File: config.mk
export PLATFORM = sky130hd
export DESIGN_NAME = button_conditioner
export DESIGN_NICKNAME = d
export VERILOG_FILES = /design/src/rtl/game_pkg.sv /design/src/rtl/button_channel.sv /design/src/rtl/button_conditioner.sv
export SDC_FILE = /design/constraint.sdc
export NUM_CORES = 1
export LEC_CHECK = 0
export ABC_AREA = 1
export BUFFER_PORTS_ARGS = -buffer_cell sky130_fd_sc_hd__buf_2
export CAP_MARGIN = 30
export CORE_MARGIN = 3
export CORE_UTILIZATION = 30
export CTS_CLUSTER_SIZE = 30
export DETAILED_ROUTE_END_ITERATION = 16
export SLEW_MARGIN = 30
export SYNTH_ARGS = -nofsm -noshare
export SYNTH_HDL_FRONTEND = slang
export SYNTH_SLANG_ARGS = --single-unit
File: constraint.sdc
create_clock -name CLK -period 2.4 [get_ports CLK]
set_clock_uncertainty 0.2 [all_clocks]
set_input_delay 0.12 -clock CLK [delete_from_list [all_inputs] [get_ports CLK]]
set_output_delay 0.12 -clock CLK [all_outputs]
set_load 0.01 [all_outputs]
File: src/rtl/game_pkg.sv
// Shared constants and types for the game input path: button indices,
// default timing derived from the 40 MHz system clock, and the repeat FSM states.
package game_pkg;

  localparam int BTN_IDX_LEFT  = 0;
  localparam int BTN_IDX_RIGHT = 1;
  localparam int BTN_IDX_A     = 2;
  localparam int BTN_IDX_B     = 3;
  localparam int BTN_IDX_PAUSE = 4;

  localparam int CLK_HZ           = 40_000_000;
  localparam int CYCLES_PER_MS    = CLK_HZ / 1000;
  localparam int DEBOUNCE_MS      = 10;
  localparam int REPEAT_DELAY_MS  = 400;
  localparam int REPEAT_PERIOD_MS = 100;

  localparam int DEBOUNCE_CYCLES_DEF = DEBOUNCE_MS * CYCLES_PER_MS;
  localparam int REPEAT_DELAY_DEF    = REPEAT_DELAY_MS * CYCLES_PER_MS;
  localparam int REPEAT_PERIOD_DEF   = REPEAT_PERIOD_MS * CYCLES_PER_MS;

  typedef enum logic [1:0] {
    RPT_IDLE,
    RPT_DELAY,
    RPT_REPEATING
  } rpt_state_e;

  function automatic int maxInt(input int a, input int b);
    return (a > b) ? a : b;
  endfunction

endpackage

File: src/rtl/button_channel.sv
// One conditioned button: two-flop synchroniser, debounce filter,
// registered press/release pulses and a hold-to-repeat state machine.
module button_channel
  import game_pkg::*;
#(
  parameter int DEBOUNCE_CYCLES = DEBOUNCE_CYCLES_DEF,
  parameter int REPEAT_DELAY    = REPEAT_DELAY_DEF,
  parameter int REPEAT_PERIOD   = REPEAT_PERIOD_DEF
) (
  input  logic clk_i,
  input  logic reset_i,
  input  logic raw_i,
  output logic level_o,
  output logic press_o,
  output logic release_o,
  output logic repeat_o
);

  localparam int DB_W  = $clog2(DEBOUNCE_CYCLES + 1);
  localparam int RPT_W = $clog2(maxInt(REPEAT_DELAY, REPEAT_PERIOD) + 1);
  localparam logic [DB_W-1:0]  DB_LAST     = DB_W'(DEBOUNCE_CYCLES - 1);
  localparam logic [RPT_W-1:0] DELAY_LAST  = RPT_W'(REPEAT_DELAY - 1);
  localparam logic [RPT_W-1:0] PERIOD_LAST = RPT_W'(REPEAT_PERIOD - 1);
  localparam bit RPT_EN = (REPEAT_DELAY != 0);

  logic             sync1_q, sync1_d;
  logic             sync2_q, sync2_d;
  logic             level_q, level_d;
  logic [DB_W-1:0]  dbCnt_q, dbCnt_d;
  logic             press_q, press_d;
  logic             release_q, release_d;
  logic             repeat_q, repeat_d;
  rpt_state_e       state_q, state_d;
  logic [RPT_W-1:0] rptCnt_q, rptCnt_d;

  always_ff @(posedge clk_i) begin
    if (reset_i) begin
      sync1_q   <= 1'b0;
      sync2_q   <= 1'b0;
      level_q   <= 1'b0;
      dbCnt_q   <= '0;
      press_q   <= 1'b0;
      release_q <= 1'b0;
      repeat_q  <= 1'b0;
      state_q   <= RPT_IDLE;
      rptCnt_q  <= '0;
    end else begin
      sync1_q   <= sync1_d;
      sync2_q   <= sync2_d;
      level_q   <= level_d;
      dbCnt_q   <= dbCnt_d;
      press_q   <= press_d;
      release_q <= release_d;
      repeat_q  <= repeat_d;
      state_q   <= state_d;
      rptCnt_q  <= rptCnt_d;
    end
  end

  always_comb begin
    sync1_d   = raw_i;
    sync2_d   = sync1_q;
    level_d   = level_q;
    dbCnt_d   = dbCnt_q;
    press_d   = 1'b0;
    release_d = 1'b0;

    if (sync2_q == level_q) begin
      dbCnt_d = '0;
    end else if (dbCnt_q == DB_LAST) begin
      level_d   = sync2_q;
      dbCnt_d   = '0;
      press_d   = sync2_q;
      release_d = ~sync2_q;
    end else begin
      dbCnt_d = dbCnt_q + 1'b1;
    end

    // Decisions use the next level so a release landing on a boundary kills that pulse.
    state_d  = state_q;
    rptCnt_d = rptCnt_q;
    repeat_d = press_d;

    if (!level_d) begin
      state_d  = RPT_IDLE;
      rptCnt_d = '0;
    end else begin
      case (state_q)
        RPT_IDLE: begin
          if (press_d && RPT_EN) begin
            state_d  = RPT_DELAY;
            rptCnt_d = '0;
          end
        end
        RPT_DELAY: begin
          if (rptCnt_q == DELAY_LAST) begin
            repeat_d = 1'b1;
            state_d  = RPT_REPEATING;
            rptCnt_d = '0;
          end else begin
            rptCnt_d = rptCnt_q + 1'b1;
          end
        end
        RPT_REPEATING: begin
          if (rptCnt_q == PERIOD_LAST) begin
            repeat_d = 1'b1;
            rptCnt_d = '0;
          end else begin
            rptCnt_d = rptCnt_q + 1'b1;
          end
        end
        default: begin
          state_d  = RPT_IDLE;
          rptCnt_d = '0;
        end
      endcase
    end
  end

  assign level_o   = level_q;
  assign press_o   = press_q;
  assign release_o = release_q;
  assign repeat_o  = repeat_q;

endmodule

File: src/rtl/button_conditioner.sv
// Conditions the raw board buttons for GameController: one independent
// button_channel per input bit, all in the CLK domain.
module button_conditioner
  import game_pkg::*;
#(
  parameter int NUM_INPUTS      = 5,
  parameter int DEBOUNCE_CYCLES = DEBOUNCE_CYCLES_DEF,
  parameter int REPEAT_DELAY    = REPEAT_DELAY_DEF,
  parameter int REPEAT_PERIOD   = REPEAT_PERIOD_DEF
) (
  input  logic                  CLK,
  input  logic                  RESET,
  input  logic [NUM_INPUTS-1:0] RAW_IN,
  output logic [NUM_INPUTS-1:0] LEVEL,
  output logic [NUM_INPUTS-1:0] PRESS,
  output logic [NUM_INPUTS-1:0] RELEASE,
  output logic [NUM_INPUTS-1:0] REPEAT
);

  for (genvar g = 0; g < NUM_INPUTS; g++) begin : gChannel
    button_channel #(
      .DEBOUNCE_CYCLES(DEBOUNCE_CYCLES),
      .REPEAT_DELAY   (REPEAT_DELAY),
      .REPEAT_PERIOD  (REPEAT_PERIOD)
    ) uChannel (
      .clk_i    (CLK),
      .reset_i  (RESET),
      .raw_i    (RAW_IN[g]),
      .level_o  (LEVEL[g]),
      .press_o  (PRESS[g]),
      .release_o(RELEASE[g]),
      .repeat_o (REPEAT[g])
    );
  end

endmodule
[Word level (Yosys, flattened, before mapping)]
Index checks and enable logic that the tools add are counted.
Storage, ports and cells
  register bits: 255
  input bits: 7
  output and inout bits: 20
Operators by class
  add/sub/neg operators: 10
  equality and inequality tests: 40
  muxes and demuxes: 75
  bitwise logic cells: 20
  reductions and logical operators: 25
Operators by type and width (number)
  $mux 24: 15
  $pmux 24 s3: 5
  $add 24x1->24 const B: 5
  $eq 24x22->1 const B: 5
  $eq 24x24->1 const B: 5
  $add 19x1->19 const B: 5
  $eq 19x19->1 const B: 5
  $mux 1: 35
  $pmux 2 s3: 5
  $reduce_or 3->1: 10
  $mux 2: 10
  $ne 2x1->1 const B: 10
  $not 1->1: 20
  $reduce_and 3->1: 5
  $eq 2x1->1 const B: 5
  $eq 2x2->1 const B: 5
  $logic_not 2->1: 5
  $pmux 1 s2: 5
  $reduce_or 2->1: 5
  $eq 1x1->1: 5

[Longest topological paths before layout]
Gate-level depths: netlist of run 1.
  depth in word-level cells: 6
  mapped depth: 12
  depth with buffers taken out: 12

[Modules after synthesis]
From an unflattened synthesis of run 1, not the netlist that was laid out.
Unflattened totals
  cells, all modules: 2264
  area total of the unflattened synthesis: 14898.0 um2
By module, submodules not included
  button_channel at gChannel[0].uChannel ...: instances 3, cells each 455, area each 3014.1 um2
  button_channel at gChannel[4].uChannel: instances 1, cells each 451, area each 2951.6 um2
  button_channel at gChannel[1].uChannel: instances 1, cells each 448, area each 2904.0 um2

[Worst setup path before layout of run 1]
OpenSTA, ideal clock, no wires.
  path type: register to register
  start: reg gChannel[2].uChannel.dbCnt_q[0]
  end: reg gChannel[2].uChannel.dbCnt_q[16]
  arrival time: 1.521 ns
  data required time: 2.070 ns
  path slack: 0.550 ns
  cell stages (with the launch flop): 11
  buffers on the path: 0
  clock period less this slack: 1.850 ns
  cell sequence: dfxtp_1 -> ha_1 -> nand2_1 -> nor2_1 -> nand2_1 -> or2_1 -> nor2_2 -> nand2_1 -> nor2_1 -> xor2_1 -> nor2_1
On the way
  word-level cells in the longest chain between the ends: 2
  elaborated cells on any way between the ends: 3
  classes of those cells: add/sub: 1; eq/ne: 1; reduce/logical: 1
RTL lines
  from (decl): line button_channel.sv:29  | logic [DB_W-1:0] dbCnt_q, dbCnt_d;
  from (signal assigned): line button_channel.sv:51  | dbCnt_q <= dbCnt_d;
  parallel branches: the longest is 2 deep, another holds $add 19x1->19
Parallel ways; which one is timed is not known.
A chain may end at the register's enable or synchronous reset.

[Final worst setup path of run 1]
  start: reg gChannel[0].uChannel.rptCnt_q[0]
  end: reg gChannel[0].uChannel.rptCnt_q[8]
On the way
  word-level cells in the longest chain between the ends: 3
  elaborated cells on any way between the ends: 6
  classes of those cells: add/sub: 1; eq/ne: 2; mux: 3
RTL lines
  from (decl): line button_channel.sv:34  | logic [RPT_W-1:0] rptCnt_q, rptCnt_d;
  from (signal assigned): line button_channel.sv:56  | rptCnt_q <= rptCnt_d;
  $add 24x1->24, or another cell as far along: line button_channel.sv:101, button_channel.sv:109
  $mux 24, on equally long branches: line button_channel.sv:105, button_channel.sv:96
  $pmux 24 s3 *: line button_channel.sv:88  | case (state_q)
Mark *: on every way between the ends. The rest lies on a longest branch, timed or not.

==> flow_summary_export.csv, run 1 <==
group,metric,value,unit
timing,rsz0062_at_grt,"no",
cts,cts_inserted_buffers,30,
logic_synthesis,synth-async-reset-ratio,0,%
logic_synthesis,synth.area.top_cells,"dfxtp_1 36%, nand2_1 13%, nor2_1 9.7%",
drt,routed_wl,33600,um
power,p_sw_share,20.8,%
cts,htreeDepth,1,
final_layout,num-nets-final,2256,
power,power_switching,1.92,mW
logic_synthesis,synth_flop_cell,"dfxtp_1",
timing,fin_crit_sh,90.5,%
timing,slew_violations,0,
placed_design,gp_congestion,0.915,
logic_synthesis,synth_area,14400,sq um
logic_synthesis,synth_cell_types,47,
grt,grt_pass1_wl,57500,um
floorplanning,start_util,30.6,%
timing,worst_pin_slew,0.860,ns
drt,wl_per_cell,11.8,um
drt,remaining_drc_errors,0,
logic_synthesis,ys_ff_latch,255,
logic_synthesis,synth_warnings,0,
critical_path,r2r_cells,10,
final_layout,area_growth,13.0,%
grt,antenna_found_initial,0,
final_layout,stdcell_area,16200,sq um
critical_path,critPathLaunchType,"flop",
hold_path,hold_class,"reg2reg",
final_layout,antenna_cells,0,
cts,clk_pin_slew,0.06,ns
timing,setup_viol,0,
cts,cts-root-buf,"clkbuf_16",
drt,drt_iter0_markers,838,
logic_synthesis,syn-num-nets,2220,
timing,hold_viol,0,
power,power_frac_seq,46.1,%
hold_path,holdPathStages,2,
cts,cts_tree,"yes",
power,p_leak,6.11,nW
grt,track_usage,13.1,%
power,ir_drop,432,uV
final_layout,drive_gt1_share,8.57,%
grt,grt_max_degree,21,
drt,ant_nets,0,
drt,vias,13400,
logic_synthesis,synth-seq-area-share,35.5,%
critical_path,end_kind,"flop",
final_layout,nFillCells,5050,
logic_synthesis,synth_most_common_cell,"nand2_1",
placed_design,dp_hpwl,24400,um
grt,gr-total-overflow,0,
timing,finalSetupTns,0,ns
critical_path,crit_arrival,2.42,ns
logic_synthesis,synth_edf_count,0,
critical_path,crit_required,2.65,ns
critical_path,crit_path_max_fanout,11,
grt,grt_pass1_vias,12600,
cts,insertion_delay,0.57,ns
power,power_density,568,nW/um^2
flow_run,cap_violations,0,
placed_design,dpl_cell_area,15100,sq um
status,run_status,"finished, final reports clean",
cts,cts_sinks,255,
timing,max_slew_margin,42.5,%
power,intPower,7.31,mW
floorplanning,std_cell_rows,79,
logic_synthesis,synth_top_cell_by_area,"dfxtp_1",
timing,fin_crit,2.17,ns
timing,fmax,460,MHz
placed_design,io_buffer_count,26,
floorplanning,core-area,47000,sq um
critical_path,worstSetupPathType,"reg2reg",
floorplanning,die_w,225,um
power,p_clk_share,53.1,%
logic_synthesis,ys_top_cells_by_count,"504 x nand2_1, 371 x nor2_1, 263 x inv_1",
power,power_frac_comb,0.8,%
drt,vias_per_cell,4.72,
logic_synthesis,synthDominantCellAreaShare,35.5,%
floorplanning,ios,27,
logic_synthesis,syn_avg_cell_area,6.59,sq um
cts,clockBufferDepth,3,
floorplanning,dieArea,50600,sq um
drt,detail_route.first_pass.iterations,5,
final_layout,fin_util,34.6,%
logic_synthesis,synthCells,2183,
floorplanning,dieHeight,225,um
[sequential cells by signal (all words and copies together), names as in the netlist]
register	flops
gChannel.uChannel.rptCnt_q	120
gChannel.uChannel.dbCnt_q	95
gChannel.uChannel.state_q	10
gChannel.uChannel.level_o	5
gChannel.uChannel.press_o	5
gChannel.uChannel.release_o	5
gChannel.uChannel.repeat_o	5
gChannel.uChannel.sync1_q	5
gChannel.uChannel.sync2_q	5
[cell usage in the layout (no fill, tap or decap), types with 30 or more instances in the layout]
master,count
o21ai_0,43
nor2_1,371
nand2_1,504
nand3_1,200
inv_1,263
clkbuf_16,31
nand4_1,60
xor2_1,55
nor3_1,54
ha_1,30
dfxtp_1,255
a21oi_1,122
[critical path: stages (launching register included)]
cell	delay [ns]
dfxtp_1	0.36
ha_1	0.21
nand3_1	0.15
nor2_4	0.24
nand3_1	0.13
nand2_1	0.10
nand2_1	0.11
nand2_2	0.11
nand2_2	0.16
nand2_1	0.22
nor2_1	0.07
[per-stage QoR]
stage | total power [mW] | instances | hold slack [ns] | worst slack, ns
3_3_place_gp | 4.40 | 2783 | 0.138 | 0.246
2_1_floorplan | 4.38 | 2183 | 0.0270 | 0.550
4_1_cts | 9.40 | 2848 | 0.205 | 0.174
3_5_place_dp | 4.40 | 2783 | 0.133 | 0.185
5_1_grt | 9.57 | 2848 | 0.234 | 0.0232
6_report | 9.23 | 2848 | 0.201 | 0.228
[final timing paths]
kind         slack (ns)                        startpoint                          endpoint
min reg2reg        0.20      gChannel[3].uChannel.sync1_q      gChannel[3].uChannel.sync2_q
max                0.23  gChannel[0].uChannel.rptCnt_q[0]  gChannel[0].uChannel.rptCnt_q[8]
min                0.20      gChannel[3].uChannel.sync1_q      gChannel[3].uChannel.sync2_q
max reg2reg        0.23  gChannel[0].uChannel.rptCnt_q[0]  gChannel[0].uChannel.rptCnt_q[8]
[kinds of logic after synthesis]
logic type / synth area share, %
and+or+nand+nor: 39.7
buffers and inverters: 10.2
DFF: 35.5
AOI/OAI and AO/OA: 7.94
xor gates and xnor gates: 4.02
adders and majority gates: 2.61
[power groups by stage]
| stage | clock [mW] | sequential, mW | combinational, mW |
|---|---|---|---|
| floorplan | 0 | 4.34 | 0.0378 |
| global placement | 0 | 4.34 | 0.0609 |
| detailed placement | 0 | 4.34 | 0.0619 |
| CTS | 5.07 | 4.25 | 0.0757 |
| global route | 5.24 | 4.25 | 0.0842 |
| finish | 4.90 | 4.25 | 0.0745 |
[routing by layer]
metal / wire [um] / vias to the layer above / global-route usage [%] / part of all wire, %
met2: 15100 / 240 / 22.0 / 45
met5: 0 / - / 0 / 0
met4: 744 / 0 / 3.22 / 2.2
li1: - / 7038 / - / -
met3: 1340 / 51 / 1.98 / 4.0
met1: 16400 / 6111 / 17.6 / 49
[cell type report]
| class | instances | area (sq um) | area share [%] |
|---|---|---|---|
| sequential | 255 | 5100 | 31.4 |
| multi-input combinational | 1592 | 7810 | 48.1 |
| clock inverter | 13 | 201 | 1.24 |
| timing repair buffer | 64 | 468 | 2.88 |
| tap | 607 | 759 | 4.67 |
| clock buffer | 41 | 863 | 5.31 |
| inverter | 276 | 1040 | 6.39 |
[repair_timing]
action / in CTS / in global routing
gates resized for setup: 0 / 2
hold buffers: 11 / 0
endpoints found under the setup margin: 0 / 13
endpoints found under the hold margin: 22 / 0
buffers inserted: 0 / 0
(Power assumes the default switching activity.)
==> inputs of run 2 (changes only) <==
--- a/config.mk
+++ b/config.mk
@@ -12,6 +12,7 @@
 export CORE_UTILIZATION = 30
 export CTS_CLUSTER_SIZE = 30
 export DETAILED_ROUTE_END_ITERATION = 16
+export REMOVE_ABC_BUFFERS = 1
 export SLEW_MARGIN = 30
 export SYNTH_ARGS = -nofsm -noshare
 export SYNTH_HDL_FRONTEND = slang
==> run 2 against run 1 <==
  * Register-to-register slack about the same
  * Largest cell class unchanged
  * Count of clock-buffer cells in the layout decreased by 4
  * Sequential power about the same
  * Via count increased by 0.11%
  * Critical path type unchanged
  * Non-clock buffer count increased by 2
==> flow_summary_export.csv, run 2 (synthesis gave the netlist of run 1 again) <==
group,metric,value,unit
cts,clk_pin_slew,0.06,ns
critical_path,critPathLaunchType,"flop",
timing,fmax,463,MHz
floorplanning,start_util,30.6,%
floorplanning,std_cell_rows,79,
placed_design,gp_congestion,0.911,
drt,detail_route.first_pass.iterations,5,
power,p_leak,6.13,nW
cts,cts_sinks,255,
timing,finalSetupTns,0,ns
final_layout,reg_top3,"gChannel.uChannel.rptCnt_q (120), gChannel.uChannel.dbCnt_q (95), gChannel.uChannel.state_q (10)",
final_layout,layout_common_cells,"503 x nand2_1, 371 x nor2_1, 263 x inv_1",
final_layout,antenna_cells,0,
cts,insertion_delay,0.57,ns
critical_path,crit_arrival,2.46,ns
critical_path,slowest_stage,"dfxtp_1",
final_layout,area_growth,13.8,%
critical_path,crit_buf_inv,1,
floorplanning,dieHeight,225,um
grt,track_usage,13.1,%
critical_path,crit_family,"simple AND/OR/NAND/NOR gates",
critical_path,crit_required,2.70,ns
drt,routed_wl,33500,um
cts,htreeDepth,1,
timing,setup_viol,0,
timing,hold_viol,0,
critical_path,end_kind,"flop",
cts,cts_setup_buffers,0,
grt,antenna_found_initial,2,
critical_path,worstSetupPathType,"reg2reg",
drt,wl_per_cell,11.7,um
drt,ant_nets,0,
critical_path,path_cells,"ha_1 -> nand2_1 -> nor3_2 -> nand3_2 -> nand2_4 -> inv_2 -> or2_2 -> a21oi_1",
flow_run,cap_violations,0,
timing,fin_crit,2.16,ns
power,ir_drop,518,uV
timing,rsz0062_at_grt,"no",
critical_path,crit_path_max_fanout,12,
cts,clockBufferDepth,3,
grt,grt_max_degree,32,
cts,cts_tree,"yes",
drt,vias,13500,
hold_path,hold_class,"reg2reg",
grt,grt_pass1_vias,12600,
final_layout,num-nets-final,2259,
critical_path,slowest_delay,0.35,ns
status,run_status,"finished, final reports clean",
timing,max_slew_margin,42.9,%
timing,holdWs,0.202,ns
timing,worst_pin_slew,0.854,ns
drt,drt_iter0_markers,771,
cts,cts_inserted_buffers,31,
final_layout,final_common_cell,"nand2_1",
grt,gr-total-overflow,0,
drt,remaining_drc_errors,0,
final_layout,drive_gt1_share,8.90,%
placed_design,io_buffer_count,26,
timing,slew_violations,0,
floorplanning,die_w,225,um
drt,vias_per_cell,4.71,
cts,cts-root-buf,"clkbuf_16",
floorplanning,dieArea,50600,sq um
final_layout,regMostFlops,"gChannel.uChannel.rptCnt_q",
placed_design,dp_hpwl,24300,um
grt,grt_pass1_wl,57600,um
final_layout,largest_register_ffs,120,
floorplanning,core-area,47000,sq um
timing,fin_crit_sh,90.0,%
power,power_density,579,nW/um^2
floorplanning,ios,27,
## run 2: cell types whose count changed in the layout (fill, tap and decap cells not counted), sizes merged
cell	previous run	this run
bufinv	5	7
clkinvlp	3	9
clkbuf	41	37
clkinv	7	6
buf	53	55
inv	274	275
## run 2: final cells by class
cell class,count,area (sq um)
Clock inverter,21,310
Tap cell,607,759
Multi-Input combinational cell,1592,7810
Clock buffer,37,818
Timing Repair Buffer,66,520
Fill cell,4985,30600
Sequential cell,255,5100
Inverter,276,1040
## run 2: final timing paths
kind	from	cells after the start	endpoint	slack, ns
max	gChannel[2].uChannel.dbCnt_q[0]	8	gChannel[2].uChannel.rptCnt_q[0]	0.24
min	gChannel[1].uChannel.sync1_q	2	gChannel[1].uChannel.sync2_q	0.20
max reg2reg	gChannel[2].uChannel.dbCnt_q[0]	8	gChannel[2].uChannel.rptCnt_q[0]	0.24
min reg2reg	gChannel[1].uChannel.sync1_q	2	gChannel[1].uChannel.sync2_q	0.20
## run 2: stage by stage
stage	std cells	util, %	instance area (sq um)	setup slack, ns	power (mW)
after floorplan	2123	-	13900	0.169	4.37
after global placement	2785	32.2	15100	0.249	4.40
after detailed placement	2785	32.2	15100	0.129	4.41
after CTS	2854	34.8	16400	0.109	9.66
after global routing	2854	34.9	16400	0.0357	9.83
final	2854	34.9	16400	0.239	9.47
## run 2: per-layer routing
layer  wire length [um]  share of wire [%]  vias up  global-route usage, %
met3               1350                4.0       64                   1.94
met2              15200                 45      263                   22.0
met5                  0                  0        -                      0
met1              16100                 48     6075                   17.4
li1                   -                  -     7053                      -
met4                905                2.7        0                   3.96
## run 2: worst register-to-register path, stage by stage (launching register included)
cell	delay (ns)
dfxtp_1	0.35
ha_1	0.18
nand2_1	0.10
nor3_2	0.32
nand3_2	0.17
nand2_4	0.18
inv_2	0.14
or2_2	0.31
a21oi_1	0.14
## run 2: power breakdown
part / switching (mW) / internal, mW
logic: 0.0458 / 0.0300
registers: 0.00623 / 4.24
clock network: 1.96 / 3.19
total: 2.01 / 7.46
## run 2: what timing repair did
item,CTS,global route
hold buffers,11,0
endpoints found under the setup margin,0,6
resized for setup,0,2
endpoints found under the hold margin,22,0
==> inputs of run 3 (changes only) <==
--- a/config.mk
+++ b/config.mk
@@ -12,6 +12,7 @@
 export CORE_UTILIZATION = 30
 export CTS_CLUSTER_SIZE = 30
 export DETAILED_ROUTE_END_ITERATION = 16
+export PLACE_DENSITY = 0.43
 export REMOVE_ABC_BUFFERS = 1
 export SLEW_MARGIN = 30
 export SYNTH_ARGS = -nofsm -noshare
==> run 3 against run 2 <==
  * Global-route usage rose by 1.5 points
  * Cell count rose by 0.25%
  * Sequential cell count did not move
  * Critical path depth rose by 3
  * Largest cell class unchanged
==> flow_summary_export.csv, run 3 (synthesis gave the netlist of run 1 again) <==
group,metric,value,unit
critical_path,r2r_end,"gChannel[1].uChannel.rptCnt_q[18]",
critical_path,r2r_cells,11,
drt,drt_iter0_markers,741,
floorplanning,die_w,225,um
cts,cts-root-buf,"clkbuf_16",
power,power,9.38,mW
critical_path,crit_required,2.66,ns
final_layout,num-nets-final,2268,
drt,vias_per_cell,4.66,
floorplanning,core-area,47000,sq um
grt,grt_pass1_vias,12800,
final_layout,layout_common_cells,"504 x nand2_1, 371 x nor2_1, 263 x inv_1",
final_layout,final_common_cell,"nand2_1",
timing,finalSetupTns,0,ns
drt,wl_met3,1330,um
floorplanning,start_util,30.6,%
timing,slew_violations,0,
critical_path,end_kind,"flop",
drt,wl_per_cell,12.9,um
placed_design,io_buffer_count,26,
final_layout,area_growth,14.0,%
timing,max_slew_margin,41.4,%
drt,ant_nets,0,
timing,hold_viol,0,
drt,met2_length,16600,um
grt,grt_max_degree,25,
floorplanning,std_cell_rows,79,
grt,track_usage,14.6,%
timing,fin_crit,2.20,ns
placed_design,dp_hpwl,26700,um
cts,cts_tree,"yes",
cts,htreeDepth,2,
critical_path,worstSetupPathType,"reg2reg",
status,run_status,"finished, final reports clean",
drt,remaining_drc_errors,0,
final_layout,regMostFlops,"gChannel.uChannel.rptCnt_q",
drt,routed_wl,36800,um
hold_path,worstHoldEndpoint,"gChannel[4].uChannel.sync2_q",
grt,grt_pass1_wl,62000,um
cts,clockBufferDepth,3,
hold_path,hold_class,"reg2reg",
cts,clk_pin_slew,0.06,ns
critical_path,rrSetupSlack,0.20,ns
timing,fin_crit_sh,91.5,%
power,ir_drop,336,uV
timing,worst_pin_slew,0.877,ns
placed_design,gp_congestion,0.838,
timing,rsz0062_at_grt,"no",
timing,fmax,455,MHz
drt,vias,13300,
flow_run,cap_violations,0,
critical_path,critPathLaunchType,"flop",
power,power_density,572,nW/um^2
cts,cts_sinks,255,
floorplanning,dieArea,50600,sq um
floorplanning,ios,27,
hold_path,worstHoldStart,"gChannel[4].uChannel.sync1_q",
grt,antenna_found_initial,0,
floorplanning,dieHeight,225,um
critical_path,crit_arrival,2.45,ns
drt,detail_route.first_pass.iterations,5,
drt,drt-met1-wl,18000,um
final_layout,antenna_cells,0,
power,p_leak,6.20,nW
final_layout,largest_register_ffs,120,
drt,routed.top_layer,"met4",
critical_path,reg2reg_from,"gChannel[1].uChannel.dbCnt_q[0]",
grt,gr-total-overflow,0,
final_layout,reg_top3,"gChannel.uChannel.rptCnt_q (120), gChannel.uChannel.dbCnt_q (95), gChannel.uChannel.state_q (10)",
hold_path,holdPathStages,2,
timing,setup_viol,0,
cts,cts_inserted_buffers,34,
cts,insertion_delay,0.54,ns
critical_path,crit_path_max_fanout,14,
final_layout,drive_gt1_share,9.01,%
==> run 3: cell types whose count changed in the layout (fill, tap and decap cells not counted), sizes merged <==
cell | previous run | this run
clkbuf | 37 | 48
clkinv | 6 | 7
clkinvlp | 9 | 2
bufinv | 7 | 2
inv | 275 | 276
buf | 55 | 61
==> run 3: routing by layer <==
metal,up-vias,global-route usage [%]
met1,6057,19.1
met4,0,4.82
met2,154,24.3
li1,7060,-
met3,57,2.64
met5,-,0
==> run 3: cell type report <==
| cell class | count | area (sq um) |
|---|---|---|
| tap | 607 | 759 |
| clock buffer | 48 | 973 |
| sequential | 255 | 5100 |
| clock inverter | 11 | 129 |
| inverter | 276 | 1040 |
| multi-input combinational | 1592 | 7820 |
| fill | 5046 | 30600 |
| timing repair buffer | 72 | 566 |
==> run 3: per-stage QoR <==
stage                     utilization [%]  setup slack, ns  std cells  hold WS, ns  cell area (sq um)
final                                34.9            0.203       2861        0.203              16400
after global routing                 34.9           0.0123       2861        0.229              16400
after CTS                            34.9            0.157       2861        0.208              16400
after detailed placement             32.3            0.184       2791        0.144              15200
after global placement               32.3            0.221       2791        0.145              15200
after floorplan                         -            0.169       2123     -0.00882              13900
==> run 3: power breakdown <==
group / switching [mW] / internal, mW / leakage [nW]
sequential: 0.00686 / 4.24 / 2.06
combinational: 0.0451 / 0.0289 / 3.60
clock: 2.00 / 3.05 / 0.538
total: 2.05 / 7.32 / 6.20
==> run 3: how the worst max path moves through the flow <==
stage                                           startpoint  cells past startpoint                                 to  slack (ns)
final                      gChannel[1].uChannel.dbCnt_q[0]                     11  gChannel[1].uChannel.rptCnt_q[18]        0.20
after global routing       gChannel[1].uChannel.dbCnt_q[0]                     11  gChannel[1].uChannel.rptCnt_q[18]        0.01
after CTS                  gChannel[2].uChannel.dbCnt_q[0]                      8   gChannel[2].uChannel.rptCnt_q[0]        0.16
after detailed placement   gChannel[2].uChannel.dbCnt_q[0]                      8   gChannel[2].uChannel.rptCnt_q[0]        0.18
after global placement    gChannel[4].uChannel.rptCnt_q[0]                     10   gChannel[4].uChannel.rptCnt_q[5]        0.22
after floorplan            gChannel[4].uChannel.dbCnt_q[0]                      9  gChannel[4].uChannel.rptCnt_q[17]        0.17
==> run 3: what timing repair did <==
action                                  in CTS  in global routing
hold endpoints to repair                    18                  0
setup buffers                                0                  0
endpoints found under the setup margin       0                  9
hold buffers                                11                  0
gates resized for setup                      0                  2
==> run 3: worst max-delay path, stage by stage, from the launching register on <==
cell     delay, ns
dfxtp_1       0.36
ha_1          0.20
nand2_2       0.08
nor2_4        0.10
nand2_2       0.09
nor2_4        0.17
nand3_4       0.18
nand2_4       0.23
buf_4         0.20
buf_4         0.15
o21ai_1       0.07
a21oi_2       0.10
